### config.mk
export PLATFORM = sky130hd
export DESIGN_NAME = matrix_loader
export DESIGN_NICKNAME = d
export VERILOG_FILES = /design/src/rtl/matrix_loader.sv
export SDC_FILE = /design/constraint.sdc
export NUM_CORES = 1
export LEC_CHECK = 0
export ABC_AREA = 1
export BUFFER_PORTS_ARGS = -buffer_cell sky130_fd_sc_hd__buf_2
export CAP_MARGIN = 20
export CORE_UTILIZATION = 47
export CTS_CLUSTER_DIAMETER = 100
export CTS_CLUSTER_SIZE = 20
export DETAILED_ROUTE_END_ITERATION = 8
export HOLD_SLACK_MARGIN = 0.05
export PLACE_DENSITY = 0.72
export SLEW_MARGIN = 20
export SYNTH_ARGS = -nofsm -noshare
export SYNTH_HDL_FRONTEND = slang
export SYNTH_SLANG_ARGS = --single-unit
### constraint.sdc
create_clock -name clk -period 5.1 [get_ports clk]
set_clock_uncertainty 0.2 [all_clocks]
set_input_delay 0.255 -clock clk [delete_from_list [all_inputs] [get_ports clk]]
set_output_delay 0.255 -clock clk [all_outputs]
set_load 0.005 [all_outputs]
### src/rtl/matrix_loader.sv
// matrix_loader: collects an m x n matrix one element per handshake and packs it
// row-major into one of two slots of a 400-bit matrix bus, held until consumed.
module matrix_loader #(
  parameter int MAX_DIM = 5,
  parameter int ELEM_W  = 8
) (
  input  logic                               clk,
  input  logic                               reset,
  input  logic                               start,
  input  logic [2:0]                         m_in,
  input  logic [2:0]                         n_in,
  input  logic                               slot_sel,
  input  logic [ELEM_W-1:0]                  elem_in,
  input  logic                               elem_valid,
  output logic                               elem_ready,
  input  logic                               abort,
  input  logic                               consume,
  output logic [2:0]                         m_out,
  output logic [2:0]                         n_out,
  output logic [2*MAX_DIM*MAX_DIM*ELEM_W-1:0] matrices_out,
  output logic                               valid,
  output logic                               busy,
  output logic                               error
);
  localparam int SLOT_W = MAX_DIM * MAX_DIM * ELEM_W;
  localparam int IDX_W  = $clog2(2 * SLOT_W);
  localparam logic [1:0] S_IDLE = 2'd0;
  localparam logic [1:0] S_LOAD = 2'd1;
  localparam logic [1:0] S_DONE = 2'd2;
  logic [1:0]          r_state;
  logic [2*SLOT_W-1:0] r_mat;
  logic [2:0]          r_m, r_n, r_row, r_col;
  logic                r_slot, r_err;
  logic                w_dims_ok, w_col_last;
  logic [IDX_W-1:0]    w_idx;
  assign w_dims_ok  = (m_in != 3'd0) && (m_in <= 3'(MAX_DIM)) && (n_in != 3'd0) && (n_in <= 3'(MAX_DIM));
  assign w_col_last = r_col == r_n - 3'd1;
  assign w_idx      = IDX_W'((r_slot ? SLOT_W : 0) + (int'(r_row) * MAX_DIM + int'(r_col)) * ELEM_W);
  assign elem_ready   = r_state == S_LOAD;
  assign busy         = r_state == S_LOAD;
  assign valid        = r_state == S_DONE;
  assign error        = r_err;
  assign m_out        = r_m;
  assign n_out        = r_n;
  assign matrices_out = r_mat;
  always_ff @(posedge clk or negedge reset) begin
    if (!reset) begin
      r_state <= S_IDLE;
      r_mat   <= '0;
      r_m     <= '0;
      r_n     <= '0;
      r_row   <= '0;
      r_col   <= '0;
      r_slot  <= 1'b0;
      r_err   <= 1'b0;
    end else begin
      r_err <= 1'b0;
      case (r_state)
        S_IDLE: if (start) begin
          if (w_dims_ok) begin
            r_m     <= m_in;
            r_n     <= n_in;
            r_slot  <= slot_sel;
            r_row   <= '0;
            r_col   <= '0;
            r_state <= S_LOAD;
            if (slot_sel) r_mat[2*SLOT_W-1:SLOT_W] <= '0;
            else          r_mat[SLOT_W-1:0]        <= '0;
          end else r_err <= 1'b1;
        end
        S_LOAD: if (abort) begin
          // abort wins over a same-cycle transfer
          if (r_slot) r_mat[2*SLOT_W-1:SLOT_W] <= '0;
          else        r_mat[SLOT_W-1:0]        <= '0;
          r_m     <= '0;
          r_n     <= '0;
          r_state <= S_IDLE;
        end else if (elem_valid) begin
          r_mat[w_idx +: ELEM_W] <= elem_in;
          r_col <= w_col_last ? 3'd0 : r_col + 3'd1;
          r_row <= w_col_last ? r_row + 3'd1 : r_row;
          if (w_col_last && r_row == r_m - 3'd1) r_state <= S_DONE;
        end
        S_DONE: if (consume) r_state <= S_IDLE;
        default: r_state <= S_IDLE;
      endcase
    end
  end
endmodule
==> impl_metrics.ini <==
[yosys]
synth_edf_count = 0
ys_warn_count = 0
ys_top_cells_by_area = dfrtp_1 (60%), nand2_1 (18%), nand3_1 (3.4%)
syn_area_um2 = 17400
synth_top_area_share = 0.597
synth_largest_area_cell = dfrtp_1
ys_seq_elements = 416
postSynthAreaPerCell_um2 = 9.08
ys_async_sr_fraction = 1.00
synthCells = 1921
syn-num-nets = 1961
yosysSeqAreaShare = 0.597
synth.distinct_cells = 42
ys.flop_type = dfrtp_1

[clocking]
cts_max_level = 1
cts_buffer_depth = 3
cts-root-buf = clkbuf_16
cts.sink_count = 416
cts_tree = done
clock_latency_ns = 0.55
ctsHoldBuffers = 21
ctsResizeCount = 0
post_cts_buffers = 0
cts_inserted_buffers = 24
clkTransAtPathRegs_ns = 0.09

[grt]
grt_usage = 0.298
grt_pass1_vias = 14700
antenna_found_initial = 0
grt_max_degree = 108
globalRouteOverflowTotal = 0
grt_pass1_wl_mm = 86.9

[sta]
hold_viol_final = 0
timing.fmax_mhz = 221
relSlewSlack = 0.294
min_period_ns = 4.53
setup_viol = 0
fin_crit_sh = 0.887
rsz0062_at_grt = false
finalWorstSetupSlack_ns = 0.574
worst_slew_pin_slew_ns = 1.06
slew_viol_final = 0
final.setup.tns_ns = 0

[drt]
route.detailed.drc = 0
routed_wl_mm = 56.6
drt-pass1-iter-count = 5
post_drt_wl_per_cell_um = 20.0
route.vias.total = 15200
drt_iter0_drc = 1220
avgViaCountPerCell = 5.37
antenna_left = 0

[worst_setup_path]
crit_path_frequent_cell = nand2_1
crit_arrival_ns = 4.74
start_kind = register
slowest_stage = dfrtp_1
critical_path_required_ns = 5.32
cp_slowest_stage_delay_ns = 0.46
cp_cell_sequence = ha_1 > ha_1 > fa_1 > xor2_1 > ha_1 > nand3_1 > nand2_1 > nand2_1 > nand2_2 > inv_2 > nand2_1 > nand2_1 > inv_2 > buf_4 > nand4_1 > nand2_1 > nand2_2 > nand2_1 > o21ai_0
worstSetupPathType = reg -> reg
path_max_fanout = 26
endpoint_kind = register

[pwr]
ir_worst_vdd_v = 0.000512
seqPwrFrac = 0.346
combPwrFrac = 0.474
finalPower_mw = 11.1
intPower_mw = 5.80
net-switching-power_mw = 5.26
p_leak_nw = 12.1
power.density_nw_per_um2 = 527
pwr-share-clk = 0.180
switching_share = 0.476

[floorplan]
die_area_um2 = 37900
coreArea_um2 = 36500
ios = 431
die_h_um = 195
rows = 70
die_width_um = 195
initial_core_util = 0.477

[placement]
portBuffers = 430
post-dp-hpwl_mm = 39.7
gp_congestion = 0.921
place_ws_ns = 0.618

[worst_hold_path]
worstHoldPathType = in -> reg

[finish]
seqCellArea_um2 = 10400
antenna_cells = 0
nFillCells = 3249
drive_above_1_share = 0.255
final_nets = 2404
area_delta_synth_final_pct = 20.2
multi_input_area_um2 = 6350

[run]
cap_violations = 0

[outcome]
outcome = finished, final reports clean
state kept, by name (all words and copies together), names as in the netlist:
signal,count
r_col,3
matrices_out,400
r_state,2
error,1
r_row,3
m_out,3
r_slot,1
n_out,3
cells in the final DEF, fill, tap and decap left out, drive strengths merged:
cell type / n
nand3b: 1
dfrtp: 416
xnor2: 5
a21oi: 10
buf: 458
bufinv: 1
o21ai: 200
a21boi: 1
nand4: 23
inv: 89
dlygate4sd3: 21
o21bai: 1
fa: 1
nand2: 885
or2: 1
o31ai: 4
and3: 1
o211ai: 2
clkbuf: 25
o22ai: 8
nor2: 44
nand3: 122
ha: 18
nor3: 22
xor2: 5
power groups by stage:
stage | registers, mW | logic [mW] | clock network (mW)
detailed placement | 3.89 | 5.19 | 0
CTS | 3.82 | 5.23 | 2.02
floorplan | 3.88 | 3.66 | 0
finish | 3.83 | 5.24 | 1.99
global placement | 3.87 | 5.09 | 0
global route | 3.86 | 5.73 | 2.12
final cells by class:
class | count | share of cell area
clock buffer | 25 | 0.0298
timing repair buffer | 479 | 0.125
tap | 468 | 0.0279
multi-input combinational | 1354 | 0.303
sequential | 416 | 0.496
inverter | 89 | 0.0162
clock inverter | 1 | 0.00143
synth_stat cells, drive strengths merged (8+ instances only):
master	instances
o21ai	200
inv	89
nor2	44
a21oi	10
nand3	122
dfrtp	416
nand4	23
ha	18
clkbuf	10
nand2	885
nor3	22
o22ai	8
buf	52
through the flow:
step | util | hold WS (ns) | std cells | instance area, um2
after floorplan | - | -0.241 | 1921 | 17400
after global placement | 0.550 | 0.179 | 2784 | 20100
after detailed placement | 0.550 | 0.179 | 2785 | 20100
after CTS | 0.574 | 0.0737 | 2832 | 21000
after global routing | 0.574 | 0.143 | 2832 | 21000
final | 0.574 | 0.0847 | 2832 | 21000
layer usage:
| metal | track usage | share of wire | up-vias |
|---|---|---|---|
| li1 | - | - | 7016 |
| met1 | 0.400 | 0.41 | 7391 |
| met2 | 0.472 | 0.46 | 662 |
| met3 | 0.0534 | 0.077 | 135 |
| met4 | 0.137 | 0.050 | 0 |
| met5 | 0 | 0 | - |
path summary, 6_finish.rpt:
kind | depth (start not counted) | slack, ns | from | to
min in group asynchronous | 2 | 0.17 | reset | matrices_out[192]$_DFFE_PN0P_
max in group asynchronous | 3 | 3.14 | reset | matrices_out[30]$_DFFE_PN0P_
worst max-delay path | 19 | 0.57 | r_row[0]$_DFFE_PN0P_ | matrices_out[345]$_DFFE_PN0P_
worst max register to register | 19 | 0.57 | r_row[0]$_DFFE_PN0P_ | matrices_out[345]$_DFFE_PN0P_
worst min-delay path | 6 | 0.08 | abort | r_col[1]$_DFFE_PN0P_
worst min register to register | 2 | 0.27 | matrices_out[47]$_DFFE_PN0P_ | matrices_out[47]$_DFFE_PN0P_
critical path: cells and delay by family (launching register included):
| family | cells | cell delay (ns) |
|---|---|---|
| AO/OA/AOI/OAI | 1 | 0.07 |
| XOR/XNOR | 1 | 0.16 |
| adder cells (fa/ha/maj) | 4 | 1.42 |
| buffers and inverters | 3 | 0.53 |
| flip-flops | 1 | 0.46 |
| AND/OR/NAND/NOR | 10 | 1.54 |
cell families after synthesis:
family / Yosys count / share of synthesized area
fa+ha+maj: 19 / 0.0141
simple gates: 1099 / 0.271
flops: 416 / 0.597
compound gates: 226 / 0.0737
buf+inv: 151 / 0.0394
xor+xnor: 10 / 0.00502
Note: power is estimated with default switching activity, not from simulation.
